`config.mk`:
```
export PLATFORM = sky130hd
export DESIGN_NAME = cic_interpolator
export DESIGN_NICKNAME = d
export VERILOG_FILES = /design/src/rtl/cic_interpolator.sv
export SDC_FILE = /design/constraint.sdc
export NUM_CORES = 1
export LEC_CHECK = 0
export CAP_MARGIN = 20
export CORE_MARGIN = 4
export CORE_UTILIZATION = 30
export CTS_CLUSTER_DIAMETER = 60
export DETAILED_ROUTE_END_ITERATION = 16
export PLACE_DENSITY = 0.51
export RECOVER_POWER = 100
export SYNTH_ARGS = -nofsm -noshare
export SYNTH_HDL_FRONTEND = slang
export SYNTH_SLANG_ARGS = --single-unit
```
`constraint.sdc`:
```
create_clock -name cic_clk -period 15.74 [get_ports cic_clk]
set_clock_uncertainty 0.2 [all_clocks]
set_input_delay 3.148 -clock cic_clk [delete_from_list [all_inputs] [get_ports cic_clk]]
set_output_delay 3.148 -clock cic_clk [all_outputs]
set_load 0.05 [all_outputs]
```
`src/rtl/cic_interpolator.sv`:
```
// cic_interpolator: 3-stage CIC interpolator, R=32, M=2, 26-bit modular arithmetic.
// Optional macro CIC_INTERP_UNDERFLOW_HOLD_EN: a missed slot repeats the last accepted
// sample instead of feeding zero into the comb section.
module cic_interpolator #(
  parameter int DIN_W     = 8,
  parameter int ACC_W     = 26,
  parameter int RATE_LOG2 = 5
) (
  input  logic                    cic_clk,
  input  logic                    cic_rstn,
  input  logic signed [DIN_W-1:0] cic_din,
  input  logic                    cic_din_valid,
  output logic                    cic_din_ready,
  output logic signed [ACC_W-1:0] cic_dout,
  output logic                    cic_dout_valid,
  output logic                    cic_underflow
);
  typedef enum logic {IDLE, RUN} state_t;
  state_t state_q, state_d;
  logic [RATE_LOG2-1:0] cnt_q, cnt_d;
  logic accept, miss, slot, first;
  logic signed [DIN_W-1:0] fill, smp;
  logic signed [ACC_W-1:0] x, c1, c2, c3, int_in;
  logic signed [ACC_W-1:0] x1_q, x2_q, c11_q, c12_q, c21_q, c22_q, comb_q;
  logic signed [ACC_W-1:0] i1_q, i2_q, i3_q;
  logic stuff_q, uf_q, vld_q;
  logic [2:0] first_q;
  // State register and phase counter
  always_ff @(posedge cic_clk or negedge cic_rstn) begin
    if (!cic_rstn) begin
      state_q <= IDLE;
      cnt_q   <= '0;
    end else begin
      state_q <= state_d;
      cnt_q   <= cnt_d;
    end
  end
  // Next state: IDLE leaves on the first valid sample, RUN is left only by reset
  always_comb begin
    state_d = (state_q == IDLE && cic_din_valid) ? RUN : state_q;
    cnt_d   = (state_q == IDLE) ? (cic_din_valid ? RATE_LOG2'(1) : '0) : cnt_q + RATE_LOG2'(1);
  end
  // Outputs of the FSM: ready always in IDLE, once per period in RUN
  always_comb begin
    cic_din_ready = (state_q == IDLE) || (cnt_q == '0);
    accept        = cic_din_valid && cic_din_ready;
    miss          = (state_q == RUN) && (cnt_q == '0) && !cic_din_valid;
    first         = (state_q == IDLE) && cic_din_valid;
  end
  assign slot = accept || miss;
`ifdef CIC_INTERP_UNDERFLOW_HOLD_EN
  logic signed [DIN_W-1:0] last_din_q;
  // Remember the most recent accepted sample to repeat it on a missed slot
  always_ff @(posedge cic_clk or negedge cic_rstn) begin
    if (!cic_rstn) last_din_q <= '0;
    else if (accept) last_din_q <= cic_din;
  end
  assign fill = last_din_q;
`else
  assign fill = '0;
`endif
  assign smp    = accept ? cic_din : fill;
  assign x      = {{(ACC_W-DIN_W){smp[DIN_W-1]}}, smp};
  assign c1     = x - x2_q;
  assign c2     = c1 - c12_q;
  assign c3     = c2 - c22_q;
  assign int_in = stuff_q ? comb_q : '0;
  // Low-rate comb chain: delay lines shift and c3 is captured only on slot edges
  always_ff @(posedge cic_clk or negedge cic_rstn) begin
    if (!cic_rstn) begin
      x1_q   <= '0;
      x2_q   <= '0;
      c11_q  <= '0;
      c12_q  <= '0;
      c21_q  <= '0;
      c22_q  <= '0;
      comb_q <= '0;
    end else if (slot) begin
      x1_q   <= x;
      x2_q   <= x1_q;
      c11_q  <= c1;
      c12_q  <= c11_q;
      c21_q  <= c2;
      c22_q  <= c21_q;
      comb_q <= c3;
    end
  end
  // High-rate integrators fed with zero-stuffed comb output
  always_ff @(posedge cic_clk or negedge cic_rstn) begin
    if (!cic_rstn) begin
      stuff_q <= 1'b0;
      i1_q    <= '0;
      i2_q    <= '0;
      i3_q    <= '0;
    end else begin
      stuff_q <= slot;
      if (state_q == RUN) begin
        i1_q <= i1_q + int_in;
        i2_q <= i2_q + i1_q;
        i3_q <= i3_q + i2_q;
      end
    end
  end
  // Status: underflow pulse after a missed slot, valid latched three edges after first accept
  always_ff @(posedge cic_clk or negedge cic_rstn) begin
    if (!cic_rstn) begin
      uf_q    <= 1'b0;
      first_q <= '0;
      vld_q   <= 1'b0;
    end else begin
      uf_q    <= miss;
      first_q <= {first_q[1:0], first};
      vld_q   <= vld_q || first_q[2];
    end
  end
  assign cic_dout       = i3_q;
  assign cic_dout_valid = vld_q;
  assign cic_underflow  = uf_q;
endmodule

```
==> results of run 1 <==
-- cells by family after synthesis --
logic type | share of synthesized area, %
AOI/OAI and AO/OA | 19.6
muxes | 4.80
xor gates and xnor gates | 5.38
DFF | 37.0
and+or+nand+nor | 16.6
adders and majority gates | 12.4
buffers and inverters | 4.16
-- metal layers --
metal  vias up  GRT usage (%)
met4         0           3.71
met3        34           2.29
li1       5370              -
met5         -              0
met1      4856           17.1
met2        89           21.8
-- metrics by stage --
stage	hold WS, ns	util [%]	setup slack (ns)	std cells	area [sq um]
floorplan	0.131	-	7.36	1499	13500
global placement	0.133	32.5	6.22	2076	14400
detailed placement	0.135	32.5	6.05	2076	14400
CTS	0.153	33.9	6.54	2107	15100
global route	0.159	33.8	3.87	2107	15000
finish	0.152	33.8	5.61	2107	15000
-- layout make-up --
type	count	area, sq um	area share [%]
Timing Repair Buffer	45	407	2.71
Tap cell	592	741	4.94
Sequential cell	200	5000	33.4
Clock inverter	13	194	1.29
Multi-Input combinational cell	1160	7930	52.9
Clock buffer	18	429	2.86
Inverter	79	298	1.98
-- cell usage after synthesis (10+ instances only) --
master / count
nand3_1: 30
o31ai_1: 14
o21a_1: 17
inv_1: 78
and3_1: 20
nor2b_1: 13
clkbuf_1: 44
nor3_1: 31
xor2_1: 25
nand4_1: 15
dfrtp_1: 200
nand2_1: 172
a211oi_1: 11
o21bai_1: 10
o21ai_1: 27
a31oi_1: 21
nor2_1: 92
xnor2_1: 58
a21o_1: 52
and2_1: 36
mux2_2: 54
a21oi_1: 111
nand2b_1: 15
o21ai_0: 95
ha_1: 121
-- state kept, by name, indices dropped and copies added, names as in the netlist --
signal / flops
first_q: 3
state_q: 1
c11_q: 9
cnt_q: 5
comb_q: 26
c12_q: 9
cic_dout: 26
c22_q: 25
i2_q: 26
cic_underflow: 1
cic_dout_valid: 1
x2_q: 8
c21_q: 25
stuff_q: 1
i1_q: 26
x1_q: 8
-- placed cells by master, fill, tap and decap left out, types with 13 or more instances in the layout --
master           n
nor2b_1         13
a21o_1          52
xor2_1          25
and3_1          20
nand3_1         30
ha_1           121
o21ai_1         21
nand2b_1        15
and2_1          34
dfrtp_1        200
o31ai_1         14
xnor2_1         58
a31oi_1         21
nand2_1        172
nand4_1         15
nor3_1          31
clkbuf_16       17
nor2_1          92
o21a_1          17
o21ai_0        101
inv_1           78
dlygate4sd3_1   30
mux2_2          54
a21oi_1        111
-- worst min path at each step --
stage | startpoint | end | slack, ns | cells past startpoint
2_1_floorplan | first_q[0] | first_q[1] | 0.13 | 0
3_3_place_gp | first_q[0] | first_q[1] | 0.13 | 0
3_5_place_dp | first_q[0] | first_q[1] | 0.13 | 0
4_1_cts | first_q[0] | first_q[1] | 0.15 | 0
5_1_grt | first_q[0] | first_q[1] | 0.16 | 0
6_report | first_q[0] | first_q[1] | 0.15 | 0
==> key figures, run 1 <==
Clock network
  – CTS tree: built
  – Clock buffer depth: 2
  – Clk_lat worst skew: 0.46 ns
  – Setup bufs post-CTS: 0
  – H-tree depth: 4
  – Clock Sinks: 200
  – CTS clk-pin slew, worst paths: 0.08 ns
  – Post-cts sizing count: 0
  – Root Buffer: clkbuf_16
  – Cts hold-fix bufs: 0
  – Num CTS Buffers: 17

Worst setup path
  – Most frequent CP cell: clkbuf_1
  – Reg2Reg Depth: 25
  – CP bufs+invs: 2
  – Largest stage delay on the critical path: 3.74 ns
  – Stages on worst setup path: 2
  – RR Startpoint: cnt_q[0]
  – CP Launch Type: input port
  – Worst Path Max Fanout: 98
  – Kind of critical path: in2async
  – Critical path origin: cic_rstn
  – Cells along the critical path: clkbuf_1 -> clkbuf_1
  – CP Data Required Time: 15.32 ns
  – Slowest stage cell on the critical path: clkbuf_1
  – End point of the critical path: c12_q[7]
  – CP endpoint kind: async pin
  – Critical path's top delay family: buffers and inverters
  – R2r setup slk: 7.83 ns
  – CP Data Arrival Time: 9.71 ns
  – Capture point of the worst reg-to-reg path: comb_q[20]

STA
  – Final hold violations: 0
  – Slew headroom: -262%
  – Period minus WS final: 10.13 ns
  – Slew Limit Fails: 536
  – Sum Neg Setup Slack: 0 ns
  – RSZ-0062 raised after global routing: false
  – Fmax: 98.8 MHz
  – Setup violators final: 0
  – Slew @ Worst Pin: 5.43 ns
  – Final period util: 64.3%

Detailed routing
  – Vias per cell: 4.91
  – DR WL met2: 14400 microns
  – DRT iter0 DRCs: 600
  – Total wire length: 30400 microns
  – WL met3: 650 microns
  – Via count: 10300
  – WL/cell: 14.4 microns
  – Uppermost layer routed: met4
  – DRT antenna net count: 0
  – TritonRoute pass-1 iters: 4
  – DRC Markers: 0
  – Met1 Routed Length: 14900 microns

GRT
  – Total GRT Usage: 12.9%
  – Largest net degree at the start of global routing: 99
  – Gr ovfl total: 0
  – Vias in the first global route: 10100
  – First-pass GRT wire length: 51200 microns
  – Initial antenna violation count: 0

Floorplan
  – Core ar.: 0.0444 sq mm
  – Height of the chip: 220 microns
  – Site row count: 77
  – Initial core utilization: 30.4%
  – Ports: 40
  – DIE AREA: 0.0485 sq mm
  – Die W: 220 microns

Place
  – Placed wire-length estimate: 22400 microns
  – IO Port Bufs: 39
  – RePlAce Congestion: 0.844

Yosys
  – Synthesized area: 0.0135 sq mm
  – #FFs+latches synth: 200
  – Synth area leaders: dfrtp_1 37%, ha_1 11%, nand2_1 4.8%, mux2_2 4.5%, a21oi_1 4.1%
  – Post-synthesis sequential area ratio: 37.0%
  – Top-area cell type share of the netlist area: 37.0%
  – Synth unique cells: 78
  – Ys Warns: 0
  – Ys async rst share: 100%
  – Cell count after synthesis: 1499
  – Post-synth EDFFs: 0
  – Avg Cell Area, Syn: 9.01 sq um
  – Largest area contributor in the netlist: dfrtp_1
  – Syn Nets: 1639
  – Most used DFF post-synth: dfrtp_1

Flow run
  – Max cap viols: 8

Run status
  – Failing checks: max-capacitance violations, max-slew violations
  – Status: finished with violations

Hold path
  – Min-Delay Path Class: reg2reg

Finish
  – Fill count: 4549
  – Nets@finish: 1643
  – Share of post-route cells with drive strength above 1: 6.80%
  – Layout area overhead: 11.0%
  – Ant diodes: 0
Power of run 1 is left out: the tool's default activity adds up to more than one toggle a clock period on the data nets, which glitch-free logic cannot reach.
==> run 2, diff against run 1 <==
--- a/config.mk
+++ b/config.mk
@@ -10,7 +10,7 @@
 export CORE_UTILIZATION = 30
 export CTS_CLUSTER_DIAMETER = 60
 export DETAILED_ROUTE_END_ITERATION = 16
-export PLACE_DENSITY = 0.51
+export PLACE_DENSITY = 0.52
 export RECOVER_POWER = 100
 export SYNTH_ARGS = -nofsm -noshare
 export SYNTH_HDL_FRONTEND = slang
==> constraint.sdc (replaced) <==
create_clock -name cic_clk -period 9.2 [get_ports cic_clk]
set_clock_uncertainty 0.2 [all_clocks]
set_input_delay 1.84 -clock cic_clk [delete_from_list [all_inputs] [get_ports cic_clk]]
set_output_delay 1.84 -clock cic_clk [all_outputs]
set_load 0.05 [all_outputs]
==> run 2 against run 1 <==
  * The flow still finishes with violations (max-capacitance violations, max-slew violations)
  * Worst setup slack got worse by 4.6 ns
  * Cell area rose by 0.43%
  * Non-clock buffer count fell by 1
  * Cell count did not move
  * Global-route usage barely moved
  * Sequential share of layout area fell by 0.14 points
  * Routed wire length fell by 0.11%
  * Die area did not move
  * Critical path depth rose by 21
  * Highest routed layer unchanged
==> key figures, run 2 (synthesized netlist as in run 1, its figures left out) <==
Run status
  – Status: finished with violations
  – Failing checks: max-capacitance violations, max-slew violations

Floorplan
  – Site row count: 77
  – Core ar.: 0.0444 sq mm
  – Ports: 40
  – Die W: 220 microns
  – Height of the chip: 220 microns
  – Initial core utilization: 30.4%
  – DIE AREA: 0.0485 sq mm

Hold path
  – Min-Delay Path Class: reg2reg

Clock network
  – Setup bufs post-CTS: 0
  – Num CTS Buffers: 17
  – Cts hold-fix bufs: 0
  – CTS tree: built
  – Root Buffer: clkbuf_16
  – H-tree depth: 4
  – Clock Sinks: 200
  – Post-cts sizing count: 0
  – Clk_lat worst skew: 0.46 ns
  – CTS clk-pin slew, worst paths: 0.08 ns
  – Clock buffer depth: 2

Detailed routing
  – DRT antenna net count: 0
  – TritonRoute pass-1 iters: 5
  – Vias per cell: 4.99
  – Total wire length: 30400 microns
  – WL/cell: 14.4 microns
  – DRT iter0 DRCs: 614
  – DRC Markers: 0
  – Via count: 10500

STA
  – Final hold violations: 0
  – Final period util: 88.7%
  – Slew headroom: -186%
  – Setup violators final: 0
  – Slew Limit Fails: 541
  – Fmax: 123 MHz
  – Slew @ Worst Pin: 4.29 ns
  – Period minus WS final: 8.16 ns
  – Sum Neg Setup Slack: 0 ns
  – RSZ-0062 raised after global routing: false

GRT
  – Initial antenna violation count: 0
  – First-pass GRT wire length: 51500 microns
  – Largest net degree at the start of global routing: 151
  – Total GRT Usage: 12.9%
  – Gr ovfl total: 0
  – Vias in the first global route: 10200

Finish
  – Nets@finish: 1642
  – Ant diodes: 0
  – Fin cells: 2107
  – Share of post-route cells with drive strength above 1: 7.00%
  – Layout area overhead: 11.5%
  – Most frequent cells in the layout: 200 x dfrtp_1, 172 x nand2_1, 121 x ha_1, 111 x a21oi_1, 100 x o21ai_0
  – Commonest non-fill, non-tap cell in the layout: dfrtp_1
  – Cell area after layout: 0.0151 sq mm

Worst setup path
  – Cells along the critical path: dlygate4sd3_1 -> nand3_1 -> ha_1 -> inv_1 -> fa_1 -> ha_1 -> nor2b_1 -> o21ai_0 -> a21boi_0 -> o21ai_0 -> a21boi_0 -> o21ai_0 -> a21boi_1 -> o22a_1 -> fa_1 -> ha_1 -> nand2_1 -> nor4_1 -> a2111oi_2 -> o41ai_2 -> a31oi_1 -> xor2_1 -> o21ai_0
  – Largest stage delay on the critical path: 0.79 ns
  – CP Data Arrival Time: 8.18 ns
  – Worst Path Max Fanout: 11
  – CP Launch Type: input port
  – CP Data Required Time: 9.22 ns
  – CP bufs+invs: 2
  – Kind of critical path: in2reg
  – CP endpoint kind: flop
  – Critical path's top delay family: compound AO/OA/AOI/OAI gates
  – Most frequent CP cell: o21ai_0
  – Slowest stage cell on the critical path: dlygate4sd3_1

Place
  – DP Area: 0.0144 sq mm
  – RePlAce Congestion: 0.835
  – Placed wire-length estimate: 22300 microns
  – Placed cell count: 2075
  – IO Port Bufs: 39

Flow run
  – Max cap viols: 8
[run 2: changes by cell type in the layout (fill, tap and decap cells not counted), sizes merged]
cell,delta
bufinv,+2
clkinv,-1
inv,+1
clkinvlp,-2
[run 2: stage by stage]
| stage | worst slack, ns | hold WS (ns) | utilization [%] |
|---|---|---|---|
| 2_1_floorplan | 2.13 | 0.131 | - |
| 3_3_place_gp | 0.971 | 0.136 | 32.5 |
| 3_5_place_dp | 0.821 | 0.137 | 32.5 |
| 4_1_cts | 1.31 | 0.155 | 34.1 |
| 5_1_grt | 0.473 | 0.167 | 33.9 |
| 6_report | 1.04 | 0.155 | 33.9 |
[run 2: layer usage]
metal / track usage [%] / up-vias / wire [microns]
li1: - / 5385 / -
met1: 16.8 / 4984 / 14600
met2: 22.0 / 114 / 14600
met3: 2.44 / 30 / 703
met4: 3.64 / 0 / 546
met5: 0 / - / 0
[run 2: final cells by class]
cell class                 count  area [sq um]
sequential                   200          5000
fill                        4537         29300
timing repair buffer          44           404
inverter                      79           298
clock buffer                  19           443
multi-input combinational   1160          7940
tap                          592           741
clock inverter                13           239
[run 2: final timing paths]
check / startpoint / end / slack (ns) / depth (start not counted)
min in group asynchronous: cic_rstn / cic_dout[0] / 2.09 / 1
setup / recovery: cic_din_valid / comb_q[20] / 1.04 / 23
max in group asynchronous: cic_rstn / comb_q[15] / 1.83 / 2
hold / removal: first_q[0] / first_q[1] / 0.15 / 0
setup reg to reg: cnt_q[0] / comb_q[20] / 1.65 / 26
hold reg to reg: first_q[0] / first_q[1] / 0.15 / 0
Power of run 2 is left out for the same reason.
==> run 3, diff against run 2 <==
--- a/config.mk
+++ b/config.mk
@@ -12,6 +12,7 @@
 export DETAILED_ROUTE_END_ITERATION = 16
 export PLACE_DENSITY = 0.52
 export RECOVER_POWER = 100
+export SKIP_LAST_GASP = 1
 export SYNTH_ARGS = -nofsm -noshare
 export SYNTH_HDL_FRONTEND = slang
 export SYNTH_SLANG_ARGS = --single-unit
==> results of run 3 <==
The final DEF is identical to that of run 2; final timing and power are the same.
Power of run 3 is left out for the same reason.
